==> src/rtl/dmem_pkg.sv <==
// -----------------------------------------------------------------------------
// dmem_pkg
// Shared definitions for the data-memory controller:
//   - state_e       : controller FSM state encoding
//   - BE_*          : the byte-lane masks the controller accepts
//   - MTIME_*_OFS   : word offsets of the mtime halves inside the mtime window
//                     (only used when DMEM_MTIME_EN is defined)
// -----------------------------------------------------------------------------
package dmem_pkg;

  typedef enum logic [2:0] {
    ST_IDLE   = 3'd0,
    ST_WAIT   = 3'd1,
    ST_ACCESS = 3'd2,
    ST_READ   = 3'd3,
    ST_RESP   = 3'd4
  } state_e;

  localparam logic [3:0] BE_B0  = 4'b0001;
  localparam logic [3:0] BE_B1  = 4'b0010;
  localparam logic [3:0] BE_B2  = 4'b0100;
  localparam logic [3:0] BE_B3  = 4'b1000;
  localparam logic [3:0] BE_HLO = 4'b0011;
  localparam logic [3:0] BE_HHI = 4'b1100;
  localparam logic [3:0] BE_W   = 4'b1111;

  localparam logic [31:0] MTIME_LO_OFS = 32'd0;
  localparam logic [31:0] MTIME_HI_OFS = 32'd4;

endpackage

==> src/rtl/dmem_be_check.sv <==
// -----------------------------------------------------------------------------
// dmem_be_check
// Combinational legality check of one load/store request.
//   byte_en : lane mask of the request
//   addr    : byte address of the request
//   legal   : 1 when the mask is supported, addr[1:0] points at the lowest
//             enabled lane, and addr lies inside the SRAM window
// -----------------------------------------------------------------------------
module dmem_be_check
  import dmem_pkg::*;
#(
  parameter logic [31:0] BASE_ADDR = 32'h0000_1000,
  parameter int          DEPTH     = 1024
) (
  input  logic [3:0]  byte_en,
  input  logic [31:0] addr,
  output logic        legal
);

  // One bit wider so BASE_ADDR + 4*DEPTH cannot wrap at the top of the map.
  localparam logic [32:0] LIMIT = {1'b0, BASE_ADDR} + (33'(DEPTH) << 2);

  logic align_ok;
  logic range_ok;

  always_comb begin
    align_ok = 1'b0;
    case (byte_en)
      BE_B0, BE_HLO, BE_W: align_ok = (addr[1:0] == 2'd0);
      BE_B1:               align_ok = (addr[1:0] == 2'd1);
      BE_B2, BE_HHI:       align_ok = (addr[1:0] == 2'd2);
      BE_B3:               align_ok = (addr[1:0] == 2'd3);
      default:             align_ok = 1'b0;
    endcase
  end

  assign range_ok = (addr >= BASE_ADDR) && ({1'b0, addr} < LIMIT);
  assign legal    = align_ok && range_ok;

endmodule

==> src/rtl/dmem_ctrl.sv <==
// -----------------------------------------------------------------------------
// dmem_ctrl
// Data-memory controller between the core load/store port and a synchronous
// single-port SRAM with one-cycle read latency.
//   core side : sel, we, byte_en, addr, din in; dout, ack, err out
//   SRAM side : ram_ce, ram_we, ram_be, ram_addr, ram_wdata out; ram_rdata in
// Handshake: the master raises sel with all request fields and holds them
// until ack; ack is a single-cycle pulse (err qualifies it). A request is only
// sampled in IDLE, so fields are latched there and ignored afterwards; a
// dropped sel does not cancel a request already accepted.
// Optional build macro DMEM_MTIME_EN adds a 64-bit free-running mtime counter
// readable as two words at MTIME_ADDR / MTIME_ADDR+4.
// -----------------------------------------------------------------------------
module dmem_ctrl
  import dmem_pkg::*;
#(
  parameter logic [31:0] BASE_ADDR   = 32'h0000_1000,
  parameter int          DEPTH       = 1024,
  parameter int          AW          = 10,
  parameter int          WAIT_STATES = 0,
  parameter logic [31:0] MTIME_ADDR  = 32'h0000_0F00
) (
  input  logic          clk,
  input  logic          rst_n,
  input  logic          sel,
  input  logic          we,
  input  logic [3:0]    byte_en,
  input  logic [31:0]   addr,
  input  logic [31:0]   din,
  output logic [31:0]   dout,
  output logic          ack,
  output logic          err,
  output logic          ram_ce,
  output logic          ram_we,
  output logic [3:0]    ram_be,
  output logic [AW-1:0] ram_addr,
  output logic [31:0]   ram_wdata,
  input  logic [31:0]   ram_rdata
);

  localparam logic [3:0] WS_INIT = (WAIT_STATES > 0) ? 4'(WAIT_STATES - 1) : 4'd0;

  state_e          state_q, state_d;
  logic [3:0]      cnt_q, cnt_d;
  logic            we_q, we_d;
  logic [3:0]      be_q, be_d;
  logic [AW-1:0]   widx_q, widx_d;
  logic [31:0]     wdata_q, wdata_d;
  logic            err_q, err_d;
  logic [31:0]     dout_q, dout_d;

  logic            legal;
  logic [31:0]     off;
  logic            unused_off_bits;
  logic            access;

  // mtime window decode: win_hit = address falls in the 8-byte window,
  // win_ok = it is a supported word load of one of the two halves.
  logic            win_hit;
  logic            win_ok;
  logic [31:0]     mtime_word;

  dmem_be_check #(
    .BASE_ADDR (BASE_ADDR),
    .DEPTH     (DEPTH)
  ) u_be_check (
    .byte_en (byte_en),
    .addr    (addr),
    .legal   (legal)
  );

  // Word index inside the SRAM; only meaningful once the range check passed.
  assign off             = addr - BASE_ADDR;
  assign unused_off_bits = ^{off[31:AW+2], off[1:0]};

`ifdef DMEM_MTIME_EN
  logic [63:0] mtime_q, mtime_d;
  logic        win_hi;

  assign mtime_d    = mtime_q + 64'd1;
  // Unsigned wrap makes addresses below MTIME_ADDR fall outside the window.
  assign win_hit    = (addr - MTIME_ADDR) < 32'd8;
  assign win_hi     = (addr == MTIME_ADDR + MTIME_HI_OFS);
  assign win_ok     = !we && (byte_en == BE_W) &&
                      ((addr == MTIME_ADDR + MTIME_LO_OFS) || win_hi);
  assign mtime_word = win_hi ? mtime_q[63:32] : mtime_q[31:0];

  always_ff @(posedge clk or negedge rst_n) begin
    if (!rst_n) mtime_q <= '0;
    else        mtime_q <= mtime_d;
  end
`else
  localparam logic [31:0] unused_mtime_addr = MTIME_ADDR;

  assign win_hit    = 1'b0;
  assign win_ok     = 1'b0;
  assign mtime_word = '0;
`endif

  always_comb begin
    state_d = state_q;
    cnt_d   = cnt_q;
    we_d    = we_q;
    be_d    = be_q;
    widx_d  = widx_q;
    wdata_d = wdata_q;
    err_d   = err_q;
    dout_d  = dout_q;

    case (state_q)
      ST_IDLE: begin
        if (sel) begin
          we_d    = we;
          be_d    = byte_en;
          widx_d  = off[AW+1:2];
          wdata_d = din;
          err_d   = 1'b0;
          if (win_hit) begin
            // mtime reads bypass wait states and the SRAM entirely.
            err_d   = !win_ok;
            if (win_ok) dout_d = mtime_word;
            state_d = ST_RESP;
          end else if (!legal) begin
            err_d   = 1'b1;
            state_d = ST_RESP;
          end else if (WAIT_STATES > 0) begin
            cnt_d   = WS_INIT;
            state_d = ST_WAIT;
          end else begin
            state_d = ST_ACCESS;
          end
        end
      end
      ST_WAIT: begin
        if (cnt_q == 4'd0) state_d = ST_ACCESS;
        else               cnt_d   = cnt_q - 4'd1;
      end
      ST_ACCESS: state_d = we_q ? ST_RESP : ST_READ;
      ST_READ: begin
        dout_d  = ram_rdata;
        state_d = ST_RESP;
      end
      ST_RESP:  state_d = ST_IDLE;
      default:  state_d = ST_IDLE;
    endcase
  end

  always_ff @(posedge clk or negedge rst_n) begin
    if (!rst_n) begin
      state_q <= ST_IDLE;
      cnt_q   <= '0;
      we_q    <= 1'b0;
      be_q    <= '0;
      widx_q  <= '0;
      wdata_q <= '0;
      err_q   <= 1'b0;
      dout_q  <= '0;
    end else begin
      state_q <= state_d;
      cnt_q   <= cnt_d;
      we_q    <= we_d;
      be_q    <= be_d;
      widx_q  <= widx_d;
      wdata_q <= wdata_d;
      err_q   <= err_d;
      dout_q  <= dout_d;
    end
  end

  // All SRAM-facing outputs are forced to zero outside ACCESS so the macro
  // only ever sees a single-cycle, fully qualified access.
  assign access    = (state_q == ST_ACCESS);
  assign ram_ce    = access;
  assign ram_we    = access && we_q;
  assign ram_be    = (access && we_q) ? be_q : 4'b0000;
  assign ram_addr  = access ? widx_q : '0;
  assign ram_wdata = access ? wdata_q : '0;

  assign ack  = (state_q == ST_RESP);
  assign err  = ack && err_q;
  assign dout = dout_q;

endmodule

==> config.mk <==
export PLATFORM = sky130hd
export DESIGN_NAME = dmem_ctrl
export DESIGN_NICKNAME = d
export VERILOG_FILES = /design/src/rtl/dmem_pkg.sv /design/src/rtl/dmem_be_check.sv /design/src/rtl/dmem_ctrl.sv
export SDC_FILE = /design/constraint.sdc
export NUM_CORES = 1
export LEC_CHECK = 0
export ABC_AREA = 1
export CORE_MARGIN = 5
export CORE_UTILIZATION = 41
export DETAILED_ROUTE_END_ITERATION = 8
export GPL_TIMING_DRIVEN = 0
export PLACE_DENSITY = 0.83
export SETUP_SLACK_MARGIN = 0.05
export SLEW_MARGIN = 20
export SYNTH_ARGS = -nofsm -noshare
export SYNTH_HDL_FRONTEND = slang
export SYNTH_SLANG_ARGS = --single-unit
==> constraint.sdc <==
create_clock -name clk -period 1.42 [get_ports clk]
set_input_delay 0.284 -clock clk [delete_from_list [all_inputs] [get_ports clk]]
set_output_delay 0.284 -clock clk [all_outputs]
set_load 0.005 [all_outputs]
==> results of run 1 <==
path summary, 6_finish.rpt:
kind	slack [ps]	end	startpoint
setup / recovery	-530	ram_wdata[7]	state_q[2]
hold / removal	470	dout[25]	ram_rdata[25]
setup reg to reg	-410	wdata_q[3]	state_q[2]
hold reg to reg	470	dout[7]	dout[7]
max in group asynchronous	280	wdata_q[14]	rst_n
min in group asynchronous	490	dout[1]	rst_n
worst max-delay path, cell delays in order (launching register included):
cell and delay [ps]:
sky130_fd_sc_hd__dfrtp_2 460, sky130_fd_sc_hd__nor3_4 250, sky130_fd_sc_hd__inv_4 90, sky130_fd_sc_hd__buf_6 140, sky130_fd_sc_hd__clkbuf_16 160, sky130_fd_sc_hd__nor2_2 100
sky130_fd_sc_hd__buf_2 120
stage by stage:
stage	util (%)	hold slack [ps]	total power [W]	cell area (sq um)	setup TNS (ps)
after floorplan	-	-11.6	0.00448	3850	0
after global placement	63.6	447	0.00515	5840	-286970
after detailed placement	63.7	327	0.00526	5860	-33360
after CTS	72.0	452	0.00788	6620	-35780
after global routing	77.1	452	0.00886	7090	-56510
final	77.1	466	0.00842	7090	-48890
cells by family after synthesis:
| kind of cell | count (synthesis) |
|---|---|
| buffers and inverters | 87 |
| adders and majority gates | 1 |
| AOI/OAI and AO/OA | 56 |
| and+or+nand+nor | 239 |
| DFF | 87 |
| xor gates and xnor gates | 2 |
sequential cells by signal, indices dropped and copies added (netlist names):
name,flops
err_q,1
we_q,1
wdata_q,32
be_q,4
widx_q,10
state_q,3
dout,32
cnt_q,4
Yosys cell counts:
master                    count  area [sq um]
sky130_fd_sc_hd__nor2_2       1          6.26
sky130_fd_sc_hd__nor2_4       2          22.5
sky130_fd_sc_hd__nor3_2       1          10.0
sky130_fd_sc_hd__nor4_1       1          6.26
sky130_fd_sc_hd__a21oi_1      3          15.0
sky130_fd_sc_hd__inv_2        5          18.8
sky130_fd_sc_hd__buf_6        8          90.1
sky130_fd_sc_hd__xor2_1       2          17.5
sky130_fd_sc_hd__inv_1       62           233
sky130_fd_sc_hd__nand4_1      2          12.5
sky130_fd_sc_hd__ha_1         1          12.5
sky130_fd_sc_hd__nand3_1      4          20.0
sky130_fd_sc_hd__o21ai_1     44           220
sky130_fd_sc_hd__nand2_1    163           612
sky130_fd_sc_hd__nor3_1       3          15.0
sky130_fd_sc_hd__buf_4        3          22.5
sky130_fd_sc_hd__nor3_4       1          16.3
sky130_fd_sc_hd__nor2_1      61           229
sky130_fd_sc_hd__a31oi_2      1          12.5
sky130_fd_sc_hd__o21ai_0      8          40.0
sky130_fd_sc_hd__dfrtp_1     87          2180
sky130_fd_sc_hd__buf_2        9          45.0
timing repair:
item / 4_1_cts / 5_1_grt
setup buffers: 37 / 16
pin swaps: 8 / 12
hold buffers: 1 / 0
gates resized for setup: 349 / 94
cloned: 7 / 5
setup endpoints to repair: 159 / 137
hold endpoints to repair: 44 / 0
routing by layer:
layer / vias to the layer above / track usage (%) / wire length, um
li1: 1936 / - / -
met1: 1968 / 27.1 / 5330
met2: 175 / 41.2 / 7210
met3: 32 / 6.32 / 1020
met4: 0 / 6.67 / 331
met5: - / 0 / 0
layout make-up:
type / instances / area [sq um] / share of cell area (%)
Tap cell: 111 / 139 / 1.96
Timing Repair Buffer: 245 / 2360 / 33.3
Buffer: 20 / 282 / 3.97
Multi-Input combinational cell: 298 / 1650 / 23.3
Inverter: 67 / 269 / 3.79
Sequential cell: 87 / 2180 / 30.7
Clock inverter: 5 / 56.3 / 0.794
Clock buffer: 11 / 151 / 2.14
report_power, final:
| part | switching, W | leakage, nW | internal, W | total, W |
|---|---|---|---|---|
| clock | 0.000902 | 0.105 | 0.000908 | 0.00181 |
| combinational | 0.00164 | 2.20 | 0.00157 | 0.00321 |
| sequential | 0.000243 | 0.963 | 0.00316 | 0.00341 |
| total | 0.00279 | 3.27 | 0.00564 | 0.00842 |
cell usage in the layout, fill, tap and decap left out, types with 2 or more instances in the layout:
cell type	synthesis	final
sky130_fd_sc_hd__nor2_1	61	28
sky130_fd_sc_hd__nor2_2	1	23
sky130_fd_sc_hd__nand4_1	2	2
sky130_fd_sc_hd__clkbuf_8	0	11
sky130_fd_sc_hd__clkdlybuf4s15_2	0	8
sky130_fd_sc_hd__nand3_1	4	3
sky130_fd_sc_hd__buf_12	0	6
sky130_fd_sc_hd__o21ai_1	44	35
sky130_fd_sc_hd__clkdlybuf4s50_1	0	102
sky130_fd_sc_hd__o21ai_2	0	16
sky130_fd_sc_hd__dfrtp_1	87	85
sky130_fd_sc_hd__dfrtp_2	0	2
sky130_fd_sc_hd__nor3_4	1	3
sky130_fd_sc_hd__nor3_1	3	2
sky130_fd_sc_hd__buf_16	0	2
sky130_fd_sc_hd__clkbuf_16	0	5
sky130_fd_sc_hd__inv_2	5	5
sky130_fd_sc_hd__clkinv_2	0	2
sky130_fd_sc_hd__inv_4	0	2
sky130_fd_sc_hd__dlygate4sd2_1	0	32
sky130_fd_sc_hd__a21oi_1	3	2
sky130_fd_sc_hd__buf_6	8	24
sky130_fd_sc_hd__buf_8	0	17
sky130_fd_sc_hd__buf_4	3	30
sky130_fd_sc_hd__nand2_4	0	3
sky130_fd_sc_hd__nand2_1	163	114
sky130_fd_sc_hd__nand2_2	0	46
sky130_fd_sc_hd__nor2_4	2	13
sky130_fd_sc_hd__inv_1	62	59
sky130_fd_sc_hd__buf_2	9	38
==> impl_metrics.prom, run 1 <==
# TYPE chip_impl_metric gauge
chip_impl_info{name="outcome",value="finished with violations"} 1
chip_impl_info{name="violations_in_the_final_reports",value="setup timing"} 1
chip_impl_metric{name="finalNetCount",unit=""} 833
chip_impl_metric{name="final.setup_skew",unit="ps"} 12.6
chip_impl_metric{name="synth-seq-cells",unit=""} 87
chip_impl_info{name="synth_top_family_by_area",value="simple AND/OR/NAND/NOR gates"} 1
chip_impl_metric{name="grt_pass1_wl",unit="mm"} 20.8
chip_impl_metric{name="p_per_area",unit="nW/um^2"} 1190
chip_impl_metric{name="initial_core_util",unit="%"} 41.9
chip_impl_metric{name="floorplan.die_area",unit="sq um"} 11400
chip_impl_metric{name="floorplan.io_pins",unit=""} 186
chip_impl_metric{name="fraction_of_synthesized_area_in_multiplexers",unit="%"} 0
chip_impl_metric{name="drt-initial-drc-count",unit=""} 154
chip_impl_info{name="critPathCaptureType",value="output pin"} 1
chip_impl_metric{name="synth.cell_area",unit="sq um"} 3850
chip_impl_metric{name="ys.warnings.count",unit=""} 0
chip_impl_metric{name="fin_cells",unit=""} 844
chip_impl_metric{name="postLayoutSetupSlackWorst",unit="ps"} -527
chip_impl_metric{name="final_max_slew_viol_count",unit=""} 0
chip_impl_metric{name="vdd_drop_max",unit="V"} 0.000584
chip_impl_metric{name="first_pass_iters",unit=""} 4
chip_impl_metric{name="layout-drive-gt1-share",unit="%"} 36.2
chip_impl_metric{name="final_hold_viol_count",unit=""} 0
chip_impl_metric{name="cts_buffer_depth",unit=""} 2
chip_impl_metric{name="maximum_number_of_pins_on_one_net_before_global_route_repair",unit=""} 46
chip_impl_metric{name="synth_cells",unit=""} 472
chip_impl_info{name="setup.worst_path.start_class",value="flop"} 1
chip_impl_metric{name="ant_nets",unit=""} 0
chip_impl_metric{name="report.final.setup_viol",unit=""} 137
chip_impl_metric{name="grt_antenna_before_repair",unit=""} 0
chip_impl_metric{name="seq_area_frac_synth",unit="%"} 56.5
chip_impl_metric{name="synthesis.nets",unit=""} 577
chip_impl_metric{name="synthesis.area_per_instance",unit="sq um"} 8.16
chip_impl_metric{name="worstRegToRegCells",unit=""} 11
chip_impl_metric{name="synthAdderAreaFrac",unit="%"} 0.325
chip_impl_metric{name="worst_pin_slew",unit="ps"} 597
chip_impl_metric{name="grt_pass1_vias",unit=""} 4235
chip_impl_metric{name="min_period_over_period",unit="%"} 137
chip_impl_metric{name="hpwlAfterDp",unit="mm"} 8.77
chip_impl_metric{name="cp.required",unit="ps"} 1140
chip_impl_metric{name="worst_hold_path.num_cells",unit=""} 3
chip_impl_metric{name="drc_errors",unit=""} 0
chip_impl_metric{name="clk_lat_worst_skew",unit="ps"} 350
chip_impl_info{name="grt_setup_unrepaired",value="yes"} 1
chip_impl_metric{name="place_inst",unit=""} 769
chip_impl_metric{name="critical_path_arrival",unit="ps"} 1660
chip_impl_metric{name="cts.sink_count",unit=""} 87
chip_impl_metric{name="signed_area_change_from_the_synthesized_netlist_to_the_final_layout",unit="%"} 84.0
chip_impl_info{name="tritoncts_clock_tree",value="yes"} 1
chip_impl_metric{name="synth-compound-area-share",unit="%"} 7.47
chip_impl_metric{name="max_cap_violations",unit=""} 0
chip_impl_metric{name="achievable-frequency",unit="GHz"} 0.514
chip_impl_metric{name="fin_crit",unit="ps"} 1950
chip_impl_info{name="min_path_type",value="in -> reg"} 1
chip_impl_metric{name="post-place-ws",unit="ps"} -634
chip_impl_info{name="clockRootBuffer",value="sky130_fd_sc_hd__clkbuf_8"} 1
chip_impl_info{name="timing.setup.critical_path_class",value="reg -> out"} 1
chip_impl_metric{name="die_width",unit="um"} 107
chip_impl_metric{name="io_buffers",unit=""} 185
chip_impl_metric{name="worst_setup_hold_path_clk_slew",unit="ps"} 90
chip_impl_metric{name="leakage",unit="nW"} 3.27
chip_impl_metric{name="antennaDiodeCount",unit=""} 0
chip_impl_metric{name="detailroute.via_count",unit=""} 4111
chip_impl_metric{name="number_of_rows_created_at_floorplan",unit=""} 35
chip_impl_metric{name="layout.filler_cells",unit=""} 593
chip_impl_metric{name="chipHeight",unit="um"} 107
chip_impl_metric{name="routed_wirelength",unit="mm"} 13.9
chip_impl_metric{name="cts_made_buffers",unit=""} 9
chip_impl_metric{name="synth_simple_gate_area_share",unit="%"} 24.6
chip_impl_metric{name="grt_use_total",unit="%"} 23.1
chip_impl_metric{name="synth.distinct_cells",unit=""} 22
chip_impl_metric{name="synthXorXnorAreaFrac",unit="%"} 0.455
chip_impl_metric{name="grt_overflow_total",unit=""} 0
chip_impl_metric{name="slew_headroom",unit="%"} 60.2
chip_impl_metric{name="h-tree-depth",unit=""} 3
chip_impl_metric{name="route.detailed.wl_per_inst",unit="um"} 16.5
chip_impl_metric{name="path_max_fanout",unit=""} 6
chip_impl_metric{name="globalplace.congestion",unit=""} 0.798
chip_impl_metric{name="fp.coreArea",unit="sq um"} 9200
chip_impl_metric{name="routed_via_density",unit=""} 4.87
(Power assumes the default switching activity.)
==> run 2, diff against run 1 <==
--- a/config.mk
+++ b/config.mk
@@ -6,6 +6,7 @@
 export NUM_CORES = 1
 export LEC_CHECK = 0
 export ABC_AREA = 1
+export CORE_ASPECT_RATIO = 0.7
 export CORE_MARGIN = 5
 export CORE_UTILIZATION = 41
 export DETAILED_ROUTE_END_ITERATION = 8
==> impl_metrics.prom, run 2 (synthesized netlist as in run 1, its figures left out) <==
# TYPE chip_impl_metric gauge
chip_impl_info{name="outcome",value="finished with violations"} 1
chip_impl_info{name="violations_in_the_final_reports",value="setup timing"} 1
chip_impl_info{name="grt_setup_unrepaired",value="yes"} 1
chip_impl_metric{name="globalplace.congestion",unit=""} 0.827
chip_impl_metric{name="grt_pass1_wl",unit="mm"} 19.6
chip_impl_metric{name="fp.coreArea",unit="sq um"} 9110
chip_impl_metric{name="worst_pin_slew",unit="ps"} 567
chip_impl_info{name="most_common_cell_after_layout_fill_and_taps_aside",value="sky130_fd_sc_hd__nand2_1"} 1
chip_impl_metric{name="final_max_slew_viol_count",unit=""} 0
chip_impl_metric{name="grt_use_total",unit="%"} 21.1
chip_impl_metric{name="drc_errors",unit=""} 0
chip_impl_metric{name="grt_antenna_before_repair",unit=""} 0
chip_impl_metric{name="io_buffers",unit=""} 185
chip_impl_metric{name="critical_path_arrival",unit="ps"} 1660
chip_impl_metric{name="chipHeight",unit="um"} 91.1
chip_impl_metric{name="achievable-frequency",unit="GHz"} 0.515
chip_impl_metric{name="antennaDiodeCount",unit=""} 0
chip_impl_metric{name="layout-drive-gt1-share",unit="%"} 34.4
chip_impl_metric{name="cts_buffer_depth",unit=""} 2
chip_impl_metric{name="max_cap_violations",unit=""} 0
chip_impl_metric{name="detailroute.via_count",unit=""} 4031
chip_impl_info{name="timing.setup.critical_path_class",value="reg -> out"} 1
chip_impl_metric{name="die_width",unit="um"} 126
chip_impl_metric{name="first_pass_iters",unit=""} 4
chip_impl_metric{name="routed_wirelength",unit="mm"} 13.6
chip_impl_metric{name="signed_area_change_from_the_synthesized_netlist_to_the_final_layout",unit="%"} 85.0
chip_impl_metric{name="cts_made_buffers",unit=""} 9
chip_impl_metric{name="finalNetCount",unit=""} 825
chip_impl_metric{name="min_period_over_period",unit="%"} 137
chip_impl_info{name="most_frequent_cells_in_the_layout",value="sky130_fd_sc_hd__nand2_1 (123), sky130_fd_sc_hd__clkdlybuf4s50_1 (102), sky130_fd_sc_hd__dfrtp_1 (85), sky130_fd_sc_hd__inv_1 (60), sky130_fd_sc_hd__buf_2 (44)"} 1
chip_impl_metric{name="leakage",unit="nW"} 3.29
chip_impl_metric{name="finish.utilization",unit="%"} 78.3
chip_impl_metric{name="report.final.setup_viol",unit=""} 135
chip_impl_info{name="clockRootBuffer",value="sky130_fd_sc_hd__clkbuf_16"} 1
chip_impl_metric{name="cp.required",unit="ps"} 1140
chip_impl_metric{name="ant_nets",unit=""} 0
chip_impl_info{name="setup.worst_path.start_class",value="flop"} 1
chip_impl_metric{name="fin_crit",unit="ps"} 1940
chip_impl_metric{name="grt_overflow_total",unit=""} 0
chip_impl_metric{name="final.setup_skew",unit="ps"} 3.81
chip_impl_metric{name="vdd_drop_max",unit="V"} 0.000730
chip_impl_info{name="min_path_type",value="reg -> reg"} 1
chip_impl_metric{name="hpwlAfterDp",unit="mm"} 8.53
chip_impl_info{name="tritoncts_clock_tree",value="yes"} 1
chip_impl_metric{name="grt_pass1_vias",unit=""} 3954
chip_impl_metric{name="slew_headroom",unit="%"} 62.2
chip_impl_metric{name="clk_lat_worst_skew",unit="ps"} 340
chip_impl_metric{name="final_hold_viol_count",unit=""} 0
chip_impl_info{name="critPathCaptureType",value="output pin"} 1
chip_impl_metric{name="cts.sink_count",unit=""} 87
chip_impl_metric{name="drt-initial-drc-count",unit=""} 267
chip_impl_metric{name="number_of_rows_created_at_floorplan",unit=""} 29
chip_impl_metric{name="path_max_fanout",unit=""} 6
chip_impl_metric{name="h-tree-depth",unit=""} 3
chip_impl_metric{name="p_per_area",unit="nW/um^2"} 1230
chip_impl_metric{name="initial_core_util",unit="%"} 42.3
chip_impl_metric{name="maximum_number_of_pins_on_one_net_before_global_route_repair",unit=""} 45
chip_impl_metric{name="floorplan.die_area",unit="sq um"} 11500
chip_impl_metric{name="worst_setup_hold_path_clk_slew",unit="ps"} 60
chip_impl_metric{name="route.detailed.wl_per_inst",unit="um"} 16.1
chip_impl_metric{name="final_hold_slack",unit="ps"} 466
chip_impl_metric{name="routed_via_density",unit=""} 4.75
chip_impl_metric{name="floorplan.io_pins",unit=""} 186
chip_impl_metric{name="postLayoutSetupSlackWorst",unit="ps"} -523
==> run 2: cell count changes in the layout (fill, tap and decap cells not counted), sizes merged <==
cell	delta
buf	+1
bufinv	-1
clkbuf	-3
clkdlybuf4s15	-8
clkinv	-2
clkinvlp	+3
inv	+1
==> run 2: cell type report <==
cell class,count,area (sq um)
clock buffer,9,225
multi-input combinational,298,1680
timing repair buffer,240,2350
tap,124,155
sequential,87,2180
inverter,67,256
clock inverter,6,47.5
fill,614,1980
buffer,17,239
==> run 2: per-layer routing <==
metal / GRT usage, % / routed length, um
met1: 26.6 / 5570
met2: 35.9 / 6980
met3: 5.28 / 807
met4: 7.32 / 275
met5: 0 / 0
==> run 2: path summary, 6_finish.rpt <==
| path | endpoint | depth (start not counted) | start | slack (ps) |
|---|---|---|---|---|
| worst max-delay path | ram_be[3] | 7 | state_q[2] | -520 |
| worst min-delay path | cnt_q[0] | 1 | cnt_q[0] | 470 |
| worst max register to register | wdata_q[5] | 10 | state_q[2] | -280 |
| worst min register to register | cnt_q[0] | 1 | cnt_q[0] | 470 |
| max in group asynchronous | state_q[2] | 3 | rst_n | 280 |
| min in group asynchronous | widx_q[7] | 2 | rst_n | 490 |
==> run 2: stage by stage <==
| step | setup slack (ps) | instance area, sq um | total power (W) | instances | setup TNS, ps |
|---|---|---|---|---|---|
| after global routing | -600 | 7130 | 0.00921 | 848 | -43330 |
| final | -523 | 7130 | 0.00873 | 848 | -33830 |
| after floorplan | 53.3 | 3850 | 0.00448 | 472 | 0 |
| after CTS | -492 | 6450 | 0.00794 | 829 | -23070 |
| after detailed placement | -584 | 5880 | 0.00523 | 782 | -35610 |
| after global placement | -2980 | 5860 | 0.00513 | 781 | -293120 |
==> run 2: timing repair <==
action                                 CTS  global route
cloned                                   8             7
pin swaps                               10            15
setup endpoints to repair              127           134
endpoints found under the hold margin   43             0
buffers inserted                        23            18
hold buffers                             1             0
gates resized for setup                302           146
==> run 2: critical path, stage by stage, from the launching register on <==
cell	delay [ps]
sky130_fd_sc_hd__dfrtp_2	420
sky130_fd_sc_hd__nor3_4	250
sky130_fd_sc_hd__inv_4	90
sky130_fd_sc_hd__buf_6	130
sky130_fd_sc_hd__nor2_4	100
sky130_fd_sc_hd__inv_2	80
sky130_fd_sc_hd__nor2_1	120
sky130_fd_sc_hd__buf_2	130
==> run 2: report_power, final <==
group	switching, W	internal (W)	leakage (nW)
clock network	0.000993	0.00118	0.120
registers	0.000218	0.00317	0.963
logic	0.00166	0.00151	2.21
total	0.00287	0.00586	3.29
